### config.mk
export PLATFORM = sky130hd
export DESIGN_NAME = rah_div_host_if
export DESIGN_NICKNAME = d
export VERILOG_FILES = /design/src/rtl/rah_div_host_if.sv
export SDC_FILE = /design/constraint.sdc
export NUM_CORES = 1
export LEC_CHECK = 0
export CELL_PAD_IN_SITES_DETAIL_PLACEMENT = 1
export CELL_PAD_IN_SITES_GLOBAL_PLACEMENT = 2
export CORE_MARGIN = 1
export CORE_UTILIZATION = 33
export DETAILED_ROUTE_END_ITERATION = 10
export PLACE_DENSITY_LB_ADDON = 0.3
export SETUP_SLACK_MARGIN = 0.2
export SLEW_MARGIN = 20
export SYNTH_ARGS = -nofsm -noshare
export SYNTH_HDL_FRONTEND = slang
export SYNTH_SLANG_ARGS = --single-unit
export TNS_END_PERCENT = 30
### constraint.sdc
create_clock -name clk -period 4.7 [get_ports clk]
set_input_delay 1.175 -clock clk [delete_from_list [all_inputs] [get_ports clk]]
set_output_delay 1.175 -clock clk [all_outputs]
set_load 0.05 [all_outputs]
### src/rtl/rah_div_host_if.sv
// ---------------------------------------------------------------------------
// rah_div_host_if
//
// Host-side adapter between a 96-bit divide request/result handshake and a
// pair of 48-bit FIFOs that feed and drain a divider engine.
//
// TX path: an accepted request is captured into a hold register and written
// to the request FIFO as two words, low half first, then high half. The
// request counts as in flight once its high half has been written.
//
// RX path: two result words are read from the result FIFO, high half first,
// and assembled into a 96-bit result that is held until the consumer takes
// it. The FIFO returns data one cycle after the read strobe, so a read is
// marked pending for one cycle and the word is captured on the edge that
// follows.
//
// Ports
//   clk, rst_n                     clock, asynchronous active-low reset
//   req_valid/req_data/req_ready   96-bit request handshake
//   tx_full/tx_wr_en/tx_wr_data    request FIFO write side (48-bit words)
//   rx_empty/rx_rd_en/rx_data      result FIFO read side (48-bit words)
//   res_valid/res_data/res_ready   96-bit result handshake
//   outstanding                    requests in flight without a result
//   err_unexpected                 sticky: result arrived with none in flight
// ---------------------------------------------------------------------------
module rah_div_host_if #(
    parameter int MAX_OUTSTANDING = 4
) (
    input  logic        clk,
    input  logic        rst_n,
    input  logic        req_valid,
    input  logic [95:0] req_data,
    output logic        req_ready,
    input  logic        tx_full,
    output logic        tx_wr_en,
    output logic [47:0] tx_wr_data,
    input  logic        rx_empty,
    output logic        rx_rd_en,
    input  logic [47:0] rx_data,
    output logic        res_valid,
    output logic [95:0] res_data,
    input  logic        res_ready,
    output logic [3:0]  outstanding,
    output logic        err_unexpected
);

    localparam logic [3:0] MAX_OUT = 4'(MAX_OUTSTANDING);

    typedef enum logic [1:0] {
        TX_IDLE = 2'd0,
        TX_LO   = 2'd1,
        TX_HI   = 2'd2
    } tx_state_t;

    typedef enum logic [1:0] {
        RX_W0  = 2'd0,
        RX_W1  = 2'd1,
        RX_OUT = 2'd2
    } rx_state_t;

    tx_state_t   tx_state, tx_next;
    rx_state_t   rx_state, rx_next;
    logic [95:0] hold;
    logic        hold_load;
    logic        tx_done;      // high half written this cycle
    logic        rd_pending;
    logic        cap_hi;
    logic        cap_lo;
    logic        res_taken;    // result handed to the consumer this cycle

    // -----------------------------------------------------------------------
    // TX FSM
    // -----------------------------------------------------------------------
    // NOTE: every output of a combinational block gets a default first, so
    // no path through the case leaves a signal unassigned and no latch forms.
    always_comb begin
        tx_next    = tx_state;
        hold_load  = 1'b0;
        tx_done    = 1'b0;
        req_ready  = 1'b0;
        tx_wr_en   = 1'b0;
        tx_wr_data = hold[47:0];
        case (tx_state)
            TX_IDLE: begin
                req_ready = (outstanding < MAX_OUT);
                if (req_valid && req_ready) begin
                    hold_load = 1'b1;
                    tx_next   = TX_LO;
                end
            end
            TX_LO: begin
                tx_wr_en = !tx_full;
                if (tx_wr_en) begin
                    tx_next = TX_HI;
                end
            end
            TX_HI: begin
                tx_wr_en   = !tx_full;
                tx_wr_data = hold[95:48];
                if (tx_wr_en) begin
                    tx_done = 1'b1;
                    tx_next = TX_IDLE;
                end
            end
            default: tx_next = TX_IDLE;
        endcase
    end

    // NOTE: sequential state uses non-blocking assignments so every register
    // samples the pre-edge values regardless of block evaluation order.
    always_ff @(posedge clk or negedge rst_n) begin
        if (!rst_n) begin
            tx_state <= TX_IDLE;
        end else begin
            tx_state <= tx_next;
        end
    end

    // NOTE: the payload registers are wide but are still cleared on reset so
    // nothing from an abandoned transfer is visible once reset is released.
    always_ff @(posedge clk or negedge rst_n) begin
        if (!rst_n) begin
            hold <= '0;
        end else if (hold_load) begin
            hold <= req_data;
        end
    end

    // -----------------------------------------------------------------------
    // RX FSM
    // -----------------------------------------------------------------------
    always_comb begin
        rx_next   = rx_state;
        rx_rd_en  = 1'b0;
        res_valid = 1'b0;
        cap_hi    = 1'b0;
        cap_lo    = 1'b0;
        res_taken = 1'b0;
        case (rx_state)
            RX_W0: begin
                rx_rd_en = !rd_pending && !rx_empty;
                if (rd_pending) begin
                    cap_hi  = 1'b1;
                    rx_next = RX_W1;
                end
            end
            RX_W1: begin
                rx_rd_en = !rd_pending && !rx_empty;
                if (rd_pending) begin
                    cap_lo  = 1'b1;
                    rx_next = RX_OUT;
                end
            end
            RX_OUT: begin
                res_valid = 1'b1;
                if (res_ready) begin
                    res_taken = 1'b1;
                    rx_next   = RX_W0;
                end
            end
            default: rx_next = RX_W0;
        endcase
    end

    always_ff @(posedge clk or negedge rst_n) begin
        if (!rst_n) begin
            rx_state   <= RX_W0;
            rd_pending <= 1'b0;
        end else begin
            rx_state   <= rx_next;
            // A read strobe is never issued while a read is pending, so the
            // flag is simply the strobe delayed by one cycle.
            rd_pending <= rx_rd_en;
        end
    end

    always_ff @(posedge clk or negedge rst_n) begin
        if (!rst_n) begin
            res_data <= '0;
        end else begin
            if (cap_hi) res_data[95:48] <= rx_data;
            if (cap_lo) res_data[47:0]  <= rx_data;
        end
    end

    // -----------------------------------------------------------------------
    // In-flight accounting
    // -----------------------------------------------------------------------
    always_ff @(posedge clk or negedge rst_n) begin
        if (!rst_n) begin
            outstanding    <= '0;
            err_unexpected <= 1'b0;
        end else begin
            // The first word of a result with nothing in flight is flagged;
            // the result is still delivered and its decrement saturates.
            if (cap_hi && (outstanding == 4'd0)) begin
                err_unexpected <= 1'b1;
            end
            case ({tx_done, res_taken})
                2'b10:   outstanding <= outstanding + 4'd1;
                2'b01:   if (outstanding != 4'd0) outstanding <= outstanding - 4'd1;
                default: outstanding <= outstanding;
            endcase
        end
    end

endmodule

After elaboration in Yosys (flattened, before gate mapping)
Cells that the tools add are included.
Cells by class
  $lt $le $gt $ge: 1
  multiplexer cells: 24
  $add $sub $neg: 2
  reductions and logical operators: 16
  eq/ne operators: 13
Operators with widths (count)
  two-way mux 48 bit: 1
  inequality test 2 bit (second input constant): 7
  two-way mux 1 bit: 13
  two-way mux 2 bit: 6
  case mux 2 bit (3 select lines): 2
  case mux 4 bit (2 select lines): 1
  == test 2 x 1 -> 1 bit (second input constant): 3
  == test 2 bit (second input constant): 3
  AND reduction 3 bit: 2
  adder 4 x 1 -> 4 bit (second input constant): 1
  logical NOT 2 bit: 2
  logical NOT 4 bit: 1
  < comparator 4 x 3 -> 1 bit (second input constant): 1
  two-way mux 4 bit: 1
  nonzero test 4 bit: 1
  OR reduction 2 bit: 2
  subtractor 4 x 1 -> 4 bit (second input constant): 1
  logical AND 1 bit: 3
  logical NOT 1 bit: 3
  AND reduction 2 bit: 1
  nonzero test 2 bit: 1
Word-level totals
  input port bits: 150
  bits in registers: 202
  output and inout bits: 153

Longest topological paths before layout
  word-level depth: 5
  depth in mapped cells: 10
  gate-level depth less buffers: 9

Least setup slack after synthesis
OpenSTA, ideal clock, no wires.
  path kind: input port to output port
  start: in rx_empty
  end: out rx_rd_en
  path slack: 1.266 ns
  arrival time: 2.259 ns
  stages: 1
  cell sequence: nor3_1
Between the ends
  longest elaborated chain between the ends: 3
RTL lines
  start, declared: RTL line 37  | input logic rx_empty,
  logical NOT 1 bit: RTL line 141, 148
  logical AND 1 bit: RTL line 141, 148
  two-way mux 1 bit
  end, declared: RTL line 38  | output logic rx_rd_en,
Every way passes these cells.

Final worst setup path
  start: reg tx_state[0]
  end: out tx_wr_data[35]
Between the ends
  longest elaborated chain between the ends: 2
RTL lines
  start, declared: RTL line 61  | tx_state_t tx_state, tx_next;
  start signal, assigned: RTL line 115  | tx_state <= tx_next;
  == test 2 bit: RTL line 83  | case (tx_state)
  two-way mux 48 bit: RTL line 83
  end, declared: RTL line 36  | output logic [47:0] tx_wr_data,
Every way passes these cells.

==> results.txt <==
The first global-routing pass estimated 36.10 mm of wire. The I/O pin total came out at 303. The final number of setup-violating endpoints came out at 0. The worst-case clock skew is 8.228 ps. The endpoint type of the worst setup path is an output port.

The flop-to-flop setup slack is 2160 ps. The largest net degree at the start of global routing came out at 113. The buffer levels on the longest clock path came out at 3. The combined global-route utilization of all metal layers came out at 17.48%.

Clock tree synthesis selected as its root buffer the cell sky130_fd_sc_hd__clkbuf_16. The first-iteration detailed-routing DRC count came out at 129. The worst hold path begins at err_unexpected.

Summed over all instances, the cell type with the most area after synthesis is sky130_fd_sc_hd__dfrtp_1. The final critical delay including setup and external delays is 3988 ps. The final HPWL from detailed placement is 16.31 mm. Sequential elements use 59.18% of the synthesized area. The number of global-route vias before repair is 6,314. The number of endpoints with negative hold slack in the final report is 0.

The cell count after synthesis is 525. Timing would allow up to 250.8 MHz. The H-tree depth reported by CTS came out at 1. The average routed wire per standard cell is 19.51 µm. The placeable core area is 0.02525 mm². The average vias per placed instance came out at 4.724.

The number of buffers inserted by post-CTS setup repair is 0. The total area of sequential cells is 0.005055 mm². The detail route stage leaves a number of antenna-violating nets equal to 0. The area overhead of the layout relative to synthesis came out at 48.22%. The maximum fanout count along the critical path is 40. After routing, the total negative slack on setup checks comes to 0 ps. Leaving out fill and tap cells, the most frequent cells in the layout are 301 x sky130_fd_sc_hd__clkdlybuf4s50_1, 202 x sky130_fd_sc_hd__mux2_2, 202 x sky130_fd_sc_hd__dfrtp_1. TritonCTS built the clock tree. The slew at the pin closest to its max-slew limit came out at 1009 ps. The number of placement rows came out at 58. The run finished with clean final reports. The count of buffers inserted at the top-level ports is 302. The number of hold buffers added after CTS is 0. The final worst-path cycle share is 84.84%. By startpoint and endpoint, the worst setup path is classified as reg2out. The startpoint identified for the worst register-to-register timing path is tx_state[0].

By area the synthesized netlist is led by sky130_fd_sc_hd__dfrtp_1 59%, sky130_fd_sc_hd__mux2_2 27%, sky130_fd_sc_hd__mux2_4 7.0%, sky130_fd_sc_hd__buf_12 1.2%, sky130_fd_sc_hd__ha_1 0.88%. The number of buffers created by CTS came out at 25. Along the worst hold path, the cell count comes to 1. Counting flops with a built-in enable in the synthesized netlist gives 0. The depth of the worst register-to-register path is 9.

For hold timing, the worst endpoint is err_unexpected. Measured against its own limit, the worst slew margin works out to 32.52%. Setup repair after global routing left no endpoint under its margin. The final-report max-slew violation count was 0.

The net total in the final layout is 992. The number of antenna diodes in the final layout is 0. The synthesized area per cell is 16.27 µm². The number of antenna violations at the first check in global routing came out at 1. The number of max-capacitance violations reported came out at 0. The post-synthesis sequential element count came out at 202.

The final weighted congestion in routability-driven placement is 0.7877. The sink count of the clock tree came out at 202. The via total after detailed routing came out at 5,584.

The number of iterations in the first detailed-routing pass is 4. For the worst-skew pair, the clock arrives at the later sink with an insertion delay of 500 ps. The top cell type by area accounts for 59.18% of the synthesized area. The floorplan die area came out at 0.02653 mm². The area used by multi-input combinational logic is 0.003239 mm². For this run, design rule violations remaining after detail routing come to 0. The die is 162.9 µm wide. For this configuration, the core starts out at a cell density of 33.82%. The count of fill cells added during filler insertion came out at 2,505.

The vertical die dimension came out at 162.9 µm. The clock-pin transition on the worst setup and hold timing paths is 60 ps. Of all flip-flops after synthesis, the portion carrying an async set or reset was 100.0%.

The total detailed-routing wirelength came out at 23.06 mm. The fraction of layout cells with a size suffix above 1 came out at 34.51%. The synthesized cell area came out at 0.008542 mm². STA puts the critical path data required time at 3520 ps. The number of cells upsized or downsized after cts came out at 0. The number of warnings issued by yosys is 0. The tightest min-delay check is of the reg2reg type. The arrival time of data at the critical path endpoint came out at 2810 ps.

The global route total overflow came out at 0. The post-synthesis cell type count is 37. The library cell used most frequently in the layout, excluding fill and tap cells, is sky130_fd_sc_hd__clkdlybuf4s50_1.

The flip-flop cell with the highest count after synthesis is sky130_fd_sc_hd__dfrtp_1. The terminus of the critical flop-to-flop path is outstanding[2]. STA classifies the critical path startpoint as a register. The number of nets in the synthesized netlist came out at 681.
-- per-stage QoR --
step	instance area, µm²	hold WS (ps)	util (%)	setup WS, ps	instances
after floorplan	8542	474.9	-	1266	525
final	12660	490.1	50.13	712.4	1182
after global routing	12660	506.3	50.13	581.5	1182
after CTS	12660	500.3	50.13	675.7	1182
after global placement	11850	463.8	46.93	910.2	1139
after detailed placement	11850	482.8	46.93	889.5	1139
-- layout make-up --
class                      instances  area share, %
sequential                       202          39.92
multi-input combinational        289          25.59
timing repair buffer             311          24.64
clock buffer                      38          5.959
tap                              330          3.261
clock inverter                     5         0.4249
inverter                           7         0.2075
-- cells by family (layout without fill, tap and decap cells) --
kind of cell             Yosys count  count (layout)  share of synthesized area [%]
AND/OR/NAND/NOR                   26              26                          2.021
buffers and inverters             34             361                          3.003
AO/OA/AOI/OAI                     12              12                         0.9521
multiplexers                     242             242                          33.66
XOR/XNOR                           3               3                         0.3077
adder cells (fa/ha/maj)            6               6                         0.8788
flip-flops                       202             202                          59.18
-- registers in the layout, summed over array words and instances, names as in the netlist --
signal,flops
res_data,96
tx_state,2
rx_state,2
err_unexpected,1
hold,96
outstanding,4
rd_pending,1
-- worst max path at each step --
stage,endpoint,slack [ps],from,depth (start not counted)
final,tx_wr_data[35],710,tx_state[0],5
after global routing,tx_wr_data[35],580,tx_state[0],5
after CTS,tx_wr_data[1],680,tx_state[0],5
after detailed placement,rx_rd_en,890,rx_empty,3
after global placement,rx_rd_en,910,rx_empty,3
after floorplan,rx_rd_en,1270,rx_empty,1
-- Yosys cell counts (3+ instances only) --
master	count
sky130_fd_sc_hd__dfrtp_1	202
sky130_fd_sc_hd__mux2_2	202
sky130_fd_sc_hd__mux2_4	40
sky130_fd_sc_hd__buf_2	11
sky130_fd_sc_hd__buf_4	7
sky130_fd_sc_hd__inv_1	7
sky130_fd_sc_hd__ha_1	6
sky130_fd_sc_hd__buf_12	5
sky130_fd_sc_hd__nor2_1	3
sky130_fd_sc_hd__o21ai_0	3
sky130_fd_sc_hd__xnor2_1	3
-- layer usage --
layer	up-vias	part of all wire, %	GRT usage (%)
met4	2	2.2	4.715
met2	232	46	28.10
met3	37	11	6.952
li1	2497	-	-
met5	-	0.035	0
met1	2816	41	21.73
-- critical path, stage by stage (launching register included) --
cell and delay, ps:
sky130_fd_sc_hd__dfrtp_1 410, sky130_fd_sc_hd__inv_1 120, sky130_fd_sc_hd__ha_2 380, sky130_fd_sc_hd__buf_12 280, sky130_fd_sc_hd__mux2_2 370, sky130_fd_sc_hd__clkdlybuf4s50_1 730
Power is not shown: default switching activity piles up to over one toggle a cycle in this logic, so the estimate is an artifact.
